### src/rtl/ma_mem_bridge_pkg.sv
// Shared encodings for the MA data-memory bridge: FSM states and bus size codes.
// The size helper clamps out-of-range MA size requests to a word access.
package ma_mem_bridge_pkg;

  localparam logic [1:0] ST_IDLE = 2'd0;
  localparam logic [1:0] ST_REQ  = 2'd1;
  localparam logic [1:0] ST_RESP = 2'd2;

  localparam logic [1:0] SIZE_B = 2'd0;
  localparam logic [1:0] SIZE_H = 2'd1;
  localparam logic [1:0] SIZE_W = 2'd2;

  function automatic logic [1:0] size_map(input logic [2:0] mem_size);
    logic [1:0] code;
    code = SIZE_W;
    if (mem_size <= 3'd2) code = mem_size[1:0];
    return code;
  endfunction

endpackage

### src/rtl/ma_mem_bridge_req_buf.sv
// Bus payload latch: captures one MA request on i_load and holds it stable
// on the bus until the next load; zero-latency outputs straight from registers.
module ma_mem_bridge_req_buf #(
  parameter int ADDR_W = 32,
  parameter int DATA_W = 32
) (
  input  logic                clk,
  input  logic                rst_p,
  input  logic                i_load,
  input  logic                i_wr,
  input  logic [ADDR_W-1:0]   i_addr,
  input  logic [1:0]          i_size,
  input  logic [DATA_W/8-1:0] i_wstrb,
  input  logic [DATA_W-1:0]   i_wdata,
  output logic                o_wr,
  output logic [ADDR_W-1:0]   o_addr,
  output logic [1:0]          o_size,
  output logic [DATA_W/8-1:0] o_wstrb,
  output logic [DATA_W-1:0]   o_wdata
);

  logic                r_wr;
  logic [ADDR_W-1:0]   r_addr;
  logic [1:0]          r_size;
  logic [DATA_W/8-1:0] r_wstrb;
  logic [DATA_W-1:0]   r_wdata;

  always_ff @(posedge clk) begin
    if (rst_p) begin
      r_wr    <= 1'b0;
      r_addr  <= '0;
      r_size  <= '0;
      r_wstrb <= '0;
      r_wdata <= '0;
    end else if (i_load) begin
      r_wr    <= i_wr;
      r_addr  <= i_addr;
      r_size  <= i_size;
      r_wstrb <= i_wstrb;
      r_wdata <= i_wdata;
    end
  end

  assign o_wr    = r_wr;
  assign o_addr  = r_addr;
  assign o_size  = r_size;
  assign o_wstrb = r_wstrb;
  assign o_wdata = r_wdata;

endmodule

### src/rtl/ma_mem_bridge.sv
// MA-stage data-memory responder onto a req/addr_ok/data_ok bus, one transaction outstanding.
// Read pulse at T -> data_req at T+1 -> rdata_valid at T+3 best case; MA stalls on mem_busy.
module ma_mem_bridge
  import ma_mem_bridge_pkg::*;
#(
  parameter int ADDR_W = 32,
  parameter int DATA_W = 32
) (
  input  logic                clk,
  input  logic                rst_p,
  input  logic                i_flush,
  input  logic                i_mem_read,
  input  logic                i_mem_write,
  input  logic [DATA_W/8-1:0] i_mem_wstrb,
  input  logic [ADDR_W-1:0]   i_mem_addr,
  input  logic [2:0]          i_mem_size,
  input  logic [DATA_W-1:0]   i_mem_wdata,
  output logic                o_interlayer_ready,
  output logic                o_mem_busy,
  output logic [DATA_W-1:0]   o_rdata,
  output logic                o_rdata_valid,
  output logic                o_data_req,
  output logic                o_data_wr,
  output logic [1:0]          o_data_size,
  output logic [ADDR_W-1:0]   o_data_addr,
  output logic [DATA_W/8-1:0] o_data_wstrb,
  output logic [DATA_W-1:0]   o_data_wdata,
  input  logic                i_data_addr_ok,
  input  logic                i_data_data_ok,
  input  logic [DATA_W-1:0]   i_data_rdata
);

  logic [1:0]        r_state;
  logic              r_drop;
  logic [DATA_W-1:0] r_rdata;
  logic              r_rdata_valid;

  logic              w_idle;
  logic              w_take_wr;
  logic              w_take_rd;
  logic              w_load;
  logic [1:0]        w_size;
  logic              w_buf_wr;
  logic              w_resp_done;
  logic              w_deliver;

  // Write has priority; a simultaneous read is dropped (MA never does this).
  assign w_idle      = (r_state == ST_IDLE);
  assign w_take_wr   = w_idle & i_mem_write;
  assign w_take_rd   = w_idle & ~i_mem_write & i_mem_read;
  assign w_load      = w_take_wr | w_take_rd;
  assign w_size      = size_map(i_mem_size);
  assign w_resp_done = (r_state == ST_RESP) & i_data_data_ok;
  assign w_deliver   = w_resp_done & ~w_buf_wr & ~r_drop & ~i_flush;

  ma_mem_bridge_req_buf #(
    .ADDR_W (ADDR_W),
    .DATA_W (DATA_W)
  ) u_req_buf (
    .clk     (clk),
    .rst_p   (rst_p),
    .i_load  (w_load),
    .i_wr    (w_take_wr),
    .i_addr  (i_mem_addr),
    .i_size  (w_size),
    .i_wstrb (i_mem_wstrb),
    .i_wdata (i_mem_wdata),
    .o_wr    (w_buf_wr),
    .o_addr  (o_data_addr),
    .o_size  (o_data_size),
    .o_wstrb (o_data_wstrb),
    .o_wdata (o_data_wdata)
  );

  always_ff @(posedge clk) begin
    if (rst_p) begin
      r_state       <= ST_IDLE;
      r_drop        <= 1'b0;
      r_rdata       <= '0;
      r_rdata_valid <= 1'b0;
    end else begin
      r_rdata_valid <= w_deliver;
      if (w_deliver) r_rdata <= i_data_rdata;

      // data_ok seen alongside addr_ok is ignored: the slave never does that.
      case (r_state)
        ST_IDLE: if (w_load) r_state <= ST_REQ;
        ST_REQ:  if (i_data_addr_ok) r_state <= ST_RESP;
        ST_RESP: if (i_data_data_ok) r_state <= ST_IDLE;
        default: r_state <= ST_IDLE;
      endcase

      // Stores always land; only an in-flight read can be discarded.
      if (w_take_rd) begin
        r_drop <= 1'b0;
      end else if (!w_idle && !w_buf_wr && i_flush) begin
        r_drop <= 1'b1;
      end
    end
  end

  assign o_interlayer_ready = w_idle;
  assign o_mem_busy         = ~w_idle;
  assign o_data_req         = (r_state == ST_REQ);
  assign o_data_wr          = w_buf_wr;
  assign o_rdata            = r_rdata;
  assign o_rdata_valid      = r_rdata_valid;

endmodule
### config.mk
export PLATFORM = sky130hd
export DESIGN_NAME = ma_mem_bridge
export DESIGN_NICKNAME = d
export VERILOG_FILES = /design/src/rtl/ma_mem_bridge_pkg.sv /design/src/rtl/ma_mem_bridge_req_buf.sv /design/src/rtl/ma_mem_bridge.sv
export SDC_FILE = /design/constraint.sdc
export NUM_CORES = 1
export LEC_CHECK = 0
export ABC_AREA = 0
export CAP_MARGIN = 20
export CORE_MARGIN = 2
export CORE_UTILIZATION = 43
export CTS_BUF_LIST = sky130_fd_sc_hd__clkbuf_16
export CTS_CLUSTER_DIAMETER = 40
export DETAILED_ROUTE_END_ITERATION = 8
export PLACE_DENSITY = 0.94
export SYNTH_ARGS = -nofsm -noshare
export SYNTH_HDL_FRONTEND = slang
export SYNTH_SLANG_ARGS = --single-unit
export TNS_END_PERCENT = 10
### constraint.sdc
create_clock -name clk -period 2.5 [get_ports clk]
set_clock_uncertainty 0.15 [all_clocks]
set_input_delay 0.5 -clock clk [delete_from_list [all_inputs] [get_ports clk]]
set_output_delay 0.5 -clock clk [all_outputs]
set_load 0.01 [all_outputs]
Word level (Yosys, flattened, before mapping). Cells that the tools add are included.

Flip-flop bits (word level): 107. Bits of input ports: 110. Output and inout port bits: 107. Word-level logic and storage cells: 40.

$lt $le $gt $ge: 1. Eq/ne operators: 5. Mux-type cells: 5. Bitwise operators: 13. Reduce and logical (&&, ||, !) cells: 7.

Operator list (count): two-way mux 2 bit (4); bitwise AND 1 bit (7); one-hot mux 2 bit (3 select lines) (1); NOT 1 bit (5); inequality test 2 x 1 -> 1 bit (second input constant) (2); less-or-equal comparator 3 x 2 -> 1 bit (second input constant) (1); AND reduction 3 bit (1); equality test 2 x 1 -> 1 bit (second input constant) (1); equality test 2 bit (second input constant) (1); logical AND 1 bit (2); logical NOT 1 bit (2); logical NOT 2 bit (1); inequality test 2 bit (second input constant) (1); OR reduction 2 bit (1); bitwise OR 1 bit (1).

Depth between registers and ports, before layout. Gate-level depths: netlist (run 1).

Depth after elaboration: 6. Mapped depth: 5.

By module. From an unflattened synthesis (run 1), not the netlist that was laid out.

Cells, all modules: 392. Area total of the unflattened synthesis: 4176.5 um^2.

Modules (own cells, without submodules): ma_mem_bridge_req_buf (instances 1, cells an instance 229, area an instance 2546.2 um^2, seq. area each 1421.4 um^2); ma_mem_bridge (instances 1, cells an instance 163, area an instance 1630.3 um^2, seq. area each 720.7 um^2).

Worst setup path before layout (run 1). No wires, ideal clock.

Path kind: input to register. From: input port i_flush. To: register r_rdata[0], in the netlist o_rdata[0]. Setup time: 72 ps. Arrival: 1646 ps. Required time: 2278 ps. Setup slack: 632 ps. Cell stages on the path: 5. Buffers on the path: 2. Path through: or4b_1 > nor3b_1 > buf_4 > buf_8 > mux2i_1.

Cells in the longest elaborated chain, start to end: 2.

RTL lines: from (decl) (RTL line ma_mem_bridge.sv:11) `input logic i_flush,`; NOT 1 bit (RTL line ma_mem_bridge.sv:54) `assign w_deliver = w_resp_done & ~w_buf_wr & ~r_drop & ~i_flush;`; bitwise AND 1 bit (RTL line ma_mem_bridge.sv:54); to (signal assigned) (RTL line ma_mem_bridge.sv:83) `if (w_deliver) r_rdata <= i_data_rdata;`; to (decl) (RTL line ma_mem_bridge.sv:35) `logic [DATA_W-1:0] r_rdata;`.

Every way passes these cells. A chain may end at the register's enable or synchronous reset.

Final worst setup path (run 1).
From: register r_state[0]. To: output port o_data_req.

Cells in the longest elaborated chain, start to end: 1.

RTL lines: from (decl) (RTL line ma_mem_bridge.sv:33) `logic [1:0] r_state;`; from (signal assigned) (RTL line ma_mem_bridge.sv:77) `r_state <= ST_IDLE;`; from (signal assigned) (RTL line ma_mem_bridge.sv:87) `ST_IDLE: if (w_load) r_state <= ST_REQ;`; from (signal assigned) (RTL line ma_mem_bridge.sv:88) `ST_REQ: if (i_data_addr_ok) r_state <= ST_RESP;`; equality test 2 x 1 -> 1 bit (RTL line ma_mem_bridge.sv:104) `assign o_data_req = (r_state == ST_REQ);`; to (decl) (RTL line ma_mem_bridge.sv:22) `output logic o_data_req,`.

Every way passes these cells.

==> results.cfg, run 1 <==
[sta]
period_needed_ps = 2250
holdWs_ps = 321
finalSetupTns_ps = 0
slew_headroom = 0.510
fmax_mhz = 444
grt_setup_unrepaired = false
worst_pin_slew_ps = 734
setup_viol = 0
drv_slew = 0
hold_viol_final = 0
fin_crit_sh = 0.901

[logic_synthesis]
synth.ff_latch_count = 107
ys_warn_count = 0
async_flop_share = 0
synth_edf_count = 0
syn-cell-area_mm2 = 0.00426
syn-mean-instance-area_um2 = 8.81
syn-num-nets = 593
synth_flop_cell = dfxtp_1
synth_cell_types = 24
ys_seq_area_frac = 0.503
syn_inst = 483

[floorplanning]
core_mm2 = 0.00968
dieWidth_um = 103
start_util = 0.440
dieArea_mm2 = 0.0107
die_h_um = 103
rows = 36
pin_count = 217

[job]
drv_cap = 0

[cts]
root_buffer = clkbuf_16
h-tree-depth = 3
cts_resized = 0
cts_made_buffers = 9
clkLatencyLatePin_ps = 330
postCtsSetupBuffers = 0
cts_tree = yes
hold_buffers = 0
cts_sinks = 107
cts_max_path_buffers = 2
clk_pin_slew_ps = 60

[pwr]
p_comb_frac = 0.187
power.leakage_uw = 0.00242
power_frac_clock = 0.385
p_seq_frac = 0.428
power.switching_uw = 1030
vdd_drop_max_mv = 0.370
switching_share = 0.236
power_density_mw_per_mm2 = 636
p_int_uw = 3320

[worst_setup_path]
cp-start-kind = register
reg2reg_from = r_state[0]$_SDFFE_PP0P_
slowest_stage = clkdlybuf4s50_1
critPathTopFamily = buffers and inverters
crit_path_start = r_state[0]$_SDFFE_PP0P_
endpoint_kind = output pin
path_buf_inv = 1
crit_type = reg -> out
critPathRequiredTime_ps = 1850
critPathArrivalTime_ps = 1600
worstPathCellList = nor2b_1 -> clkdlybuf4s50_1
cpPeakStageDelay_ps = 590
crit_fanout = 4

[detailed_routing]
antenna_left = 0
drc = 0
vias = 4238
firstDrtPassIters = 5
wirelength_um = 13200
routedWlPerCell_um = 16.3
drtIter0Drc = 139
via_per_inst = 5.25

[grt]
grt_start_max_net_pins = 72
gr-total-overflow = 0
grt_util_all_layers = 0.236
antenna_found_initial = 0
grt_pass1_wl_um = 19800
grt_pass1_vias = 4148

[finish]
fin_cells = 808
final_area_mm2 = 0.00684
fill_cells = 697
insertedDiodeCount = 0
layout.nets = 780
drive_gt1_frac = 0.0415
area_delta_synth_final_pct = 60.8

[hold_path]
hold_path_class = reg -> reg
worstHoldStart = o_rdata[14]$_SDFFE_PP0P_

[placement]
place_area_mm2 = 0.00648
dp.cells = 792
port_buffers = 216
place_hpwl_um = 9260
place.gp.congestion = 0.793

[outcome]
status = finished, final reports clean
synthesized netlist by cell type (2+ instances only):
library cell / number / area [um^2]
a21oi_1: 72 / 360
a311oi_1: 2 / 17.5
buf_8: 3 / 45.0
clkbuf_1: 43 / 161
dfxtp_1: 107 / 2140
inv_1: 3 / 11.3
mux2i_1: 32 / 320
nand2_1: 2 / 7.51
nand2b_1: 65 / 407
nand3_1: 68 / 340
nor2_1: 5 / 18.8
nor2b_1: 2 / 12.5
o21ai_0: 68 / 340
power groups by stage:
stage / Clock [uW] / Combinational, uW / Sequential [uW]
2_1_floorplan: 0 / 295 / 1940
3_3_place_gp: 0 / 789 / 1890
3_5_place_dp: 0 / 808 / 1900
4_1_cts: 1710 / 814 / 1860
5_1_grt: 1760 / 877 / 1870
6_report: 1680 / 812 / 1860
layout make-up:
cell class | instances | area [um^2] | share of cell area
multi-input cells | 324 | 1900 | 0.278
inverters | 3 | 11.3 | 0.00165
flip-flops and latches | 107 | 2140 | 0.313
clock inverters | 7 | 133 | 0.0194
clock buffers | 9 | 225 | 0.0329
repair buffers | 225 | 2260 | 0.331
well taps | 133 | 166 | 0.0243
worst register-to-register path, cell delays in order, from the launching register on:
cell and delay, ps:
dfxtp_1 350, or4b_1 550, nor3b_2 290, buf_12 280, mux2i_1 250
final timing paths:
kind	end	slack (ps)	cells after the start
max	o_data_req	250	2
min	o_rdata[14]$_SDFFE_PP0P_	320	2
max reg2reg	o_rdata[11]$_SDFFE_PP0P_	550	4
min reg2reg	o_rdata[14]$_SDFFE_PP0P_	320	2
per-stage QoR:
stage / util / worst slack, ps / total power, uW
2_1_floorplan: - / 632 / 2230
6_report: 0.707 / 249 / 4350
3_5_place_dp: 0.670 / -11.9 / 2710
5_1_grt: 0.707 / 185 / 4510
3_3_place_gp: 0.670 / 105 / 2680
4_1_cts: 0.707 / 247 / 4390
registers in the layout, indices dropped and copies added, names as in the netlist:
signal / cells
u_req_buf.o_addr: 32
r_state: 2
u_req_buf.o_wr: 1
u_req_buf.o_wstrb: 4
r_drop: 1
o_rdata_valid: 1
u_req_buf.o_wdata: 32
o_rdata: 32
u_req_buf.o_size: 2
layer usage:
layer | global-route usage | up-vias | wire [um]
met4 | 0.111 | 0 | 338
met3 | 0.0934 | 28 | 1450
li1 | - | 2040 | -
met5 | 0 | - | 0
met1 | 0.252 | 1977 | 4950
met2 | 0.408 | 193 | 6440
cell usage in the layout, fill, tap and decap left out:
cell and count:
clkdlybuf4s50_1 215, nor2_4 2, nand2b_1 65, or2_2 1
o21ai_0 68, o21ai_1 1, dfxtp_1 107, buf_4 7
clkbuf_16 9, nor2b_1 2, nand4_1 1, nor2_1 3
a21oi_1 72, nand2_1 2, a21o_1 1, nand3_1 68
inv_1 4, bufinv_16 4, a31oi_1 1, clkinv_1 1
a22oi_1 1, a311oi_1 2, nor3b_2 1, or4b_1 1
clkinv_2 1, mux2i_1 32, buf_12 3
cells by family after synthesis:
group / synth area share
flip-flops: 0.503
multiplexers: 0.0753
AND/OR/NAND/NOR: 0.192
buffers and inverters: 0.0550
AO/OA/AOI/OAI: 0.175
(Power assumes the default switching activity.)
==> inputs of run 2 (changes only) <==
--- a/config.mk
+++ b/config.mk
@@ -12,7 +12,7 @@
 export CTS_BUF_LIST = sky130_fd_sc_hd__clkbuf_16
 export CTS_CLUSTER_DIAMETER = 40
 export DETAILED_ROUTE_END_ITERATION = 8
-export PLACE_DENSITY = 0.94
+export PLACE_DENSITY = 0.95
 export SYNTH_ARGS = -nofsm -noshare
 export SYNTH_HDL_FRONTEND = slang
 export SYNTH_SLANG_ARGS = --single-unit
==> run 2 against run 1 <==
Via count is 1.2% lower; utilization is 0.74 points lower; critical path depth is 1 higher; largest power group unchanged; total power is 9.6% lower; cell count stayed put; first-iteration DRC count is 58% higher.
==> results.cfg, run 2 (synthesized netlist as in run 1, its figures left out) <==
[floorplanning]
dieWidth_um = 103
pin_count = 217
core_mm2 = 0.00968
die_h_um = 103
rows = 36
start_util = 0.440
dieArea_mm2 = 0.0107

[pwr]
power_density_mw_per_mm2 = 581
power_uw = 3930
power.leakage_uw = 0.00238
vdd_drop_max_mv = 0.362

[cts]
root_buffer = clkbuf_16
cts_sinks = 107
clkLatencyLatePin_ps = 330
cts_max_path_buffers = 2
hold_buffers = 0
cts_made_buffers = 9
cts_tree = yes
clk_pin_slew_ps = 60
h-tree-depth = 3
postCtsSetupBuffers = 0
cts_resized = 0

[placement]
place_hpwl_um = 9360
dp.cells = 792
place.gp.congestion = 0.767
port_buffers = 216

[grt]
gr-total-overflow = 0
grt_util_all_layers = 0.236
antenna_found_initial = 0
grt_pass1_vias = 4183
grt_start_max_net_pins = 73
grt_pass1_wl_um = 19800

[hold_path]
hold_path_class = reg -> reg
worstHoldStart = u_req_buf.o_wdata[14]$_SDFFE_PP0P_

[sta]
hold_viol_final = 0
worst_pin_slew_ps = 627
slew_headroom = 0.582
drv_slew = 0
holdWs_ps = 327
grt_setup_unrepaired = false
setup_viol = 0
finalSetupTns_ps = 0
fmax_mhz = 417
period_needed_ps = 2400
fin_crit_sh = 0.959

[worst_setup_path]
ff2ff_setup_slack_ps = 590
cpPeakStageDelay_ps = 540
path_buf_inv = 2
crit_type = reg -> out
critPathArrivalTime_ps = 1750
reg2reg_to = o_rdata[18]$_SDFFE_PP0P_
critPathRequiredTime_ps = 1850
worstSetupEndpoint = o_mem_busy
cp-start-kind = register
worstPathCellList = nor2_4 -> clkinv_1 -> clkdlybuf4s50_1
critPathTopFamily = buffers and inverters
r2r_cells = 4
crit_cells = 3
endpoint_kind = output pin
crit_path_start = r_state[1]$_SDFFE_PP0P_
reg2reg_from = r_state[0]$_SDFFE_PP0P_
crit_fanout = 17
slowest_stage = clkdlybuf4s50_1

[job]
drv_cap = 0

[finish]
final_util = 0.699
mostFrequentLayoutCells = clkdlybuf4s50_1, dfxtp_1, a21oi_1
fin_cells = 808
layout.nets = 780
area_delta_synth_final_pct = 59.1
drive_gt1_frac = 0.0370
final_common_cell = clkdlybuf4s50_1
fill_cells = 717
insertedDiodeCount = 0

[detailed_routing]
via_per_inst = 5.18
wirelength_um = 13200
routedWlPerCell_um = 16.3
antenna_left = 0
vias = 4187
drc = 0
drtIter0Drc = 220
firstDrtPassIters = 4

[outcome]
status = finished, final reports clean
-- run 2: cell types whose count changed in the layout (fill, tap and decap cells not counted), sizes merged --
cell    before  now
clkinv       2    7
bufinv       4    0
inv          4    3
-- run 2: worst min-delay path by stage --
stage / depth (start not counted) / to
after floorplan: 2 / o_rdata[24]$_SDFFE_PP0P_
after global placement: 2 / o_rdata[12]$_SDFFE_PP0P_
after detailed placement: 2 / o_rdata[20]$_SDFFE_PP0P_
after CTS: 2 / u_req_buf.o_wdata[21]$_SDFFE_PP0P_
after global routing: 2 / u_req_buf.o_addr[13]$_SDFFE_PP0P_
final: 2 / u_req_buf.o_wdata[14]$_SDFFE_PP0P_
-- run 2: stage by stage --
stage / worst slack, ps / area, um^2
6_report: 104 / 6770
5_1_grt: 20.4 / 6770
4_1_cts: 111 / 6770
3_5_place_dp: 27.8 / 6510
3_3_place_gp: 104 / 6510
2_1_floorplan: 632 / 4260
-- run 2: cell type report --
type                    instances  area (um^2)  share of cell area
inverters                       3         11.3             0.00166
clock inverters                 7         36.3             0.00536
clock buffers                   9          225              0.0333
well taps                     133          166              0.0246
multi-input cells             324         1900               0.281
repair buffers                225         2290               0.338
flip-flops and latches        107         2140               0.316
-- run 2: report_power, final --
part           switching (uW)  internal (uW)  leakage (uW)
Clock                     594            662      0.000131
Combinational             369            447       0.00137
Sequential               51.5           1810      0.000876
-- run 2: worst min-delay path: stages, from the launching register on --
cell and delay [ps]:
dfxtp_1 310, o21ai_0 60, a21oi_1 60
-- run 2: metal layers --
| metal | track usage | part of all wire | wire length [um] |
|---|---|---|---|
| met5 | 0 | 0 | 0 |
| met4 | 0.110 | 0.024 | 313 |
| met3 | 0.0780 | 0.092 | 1210 |
| met2 | 0.413 | 0.51 | 6660 |
| met1 | 0.257 | 0.38 | 4980 |
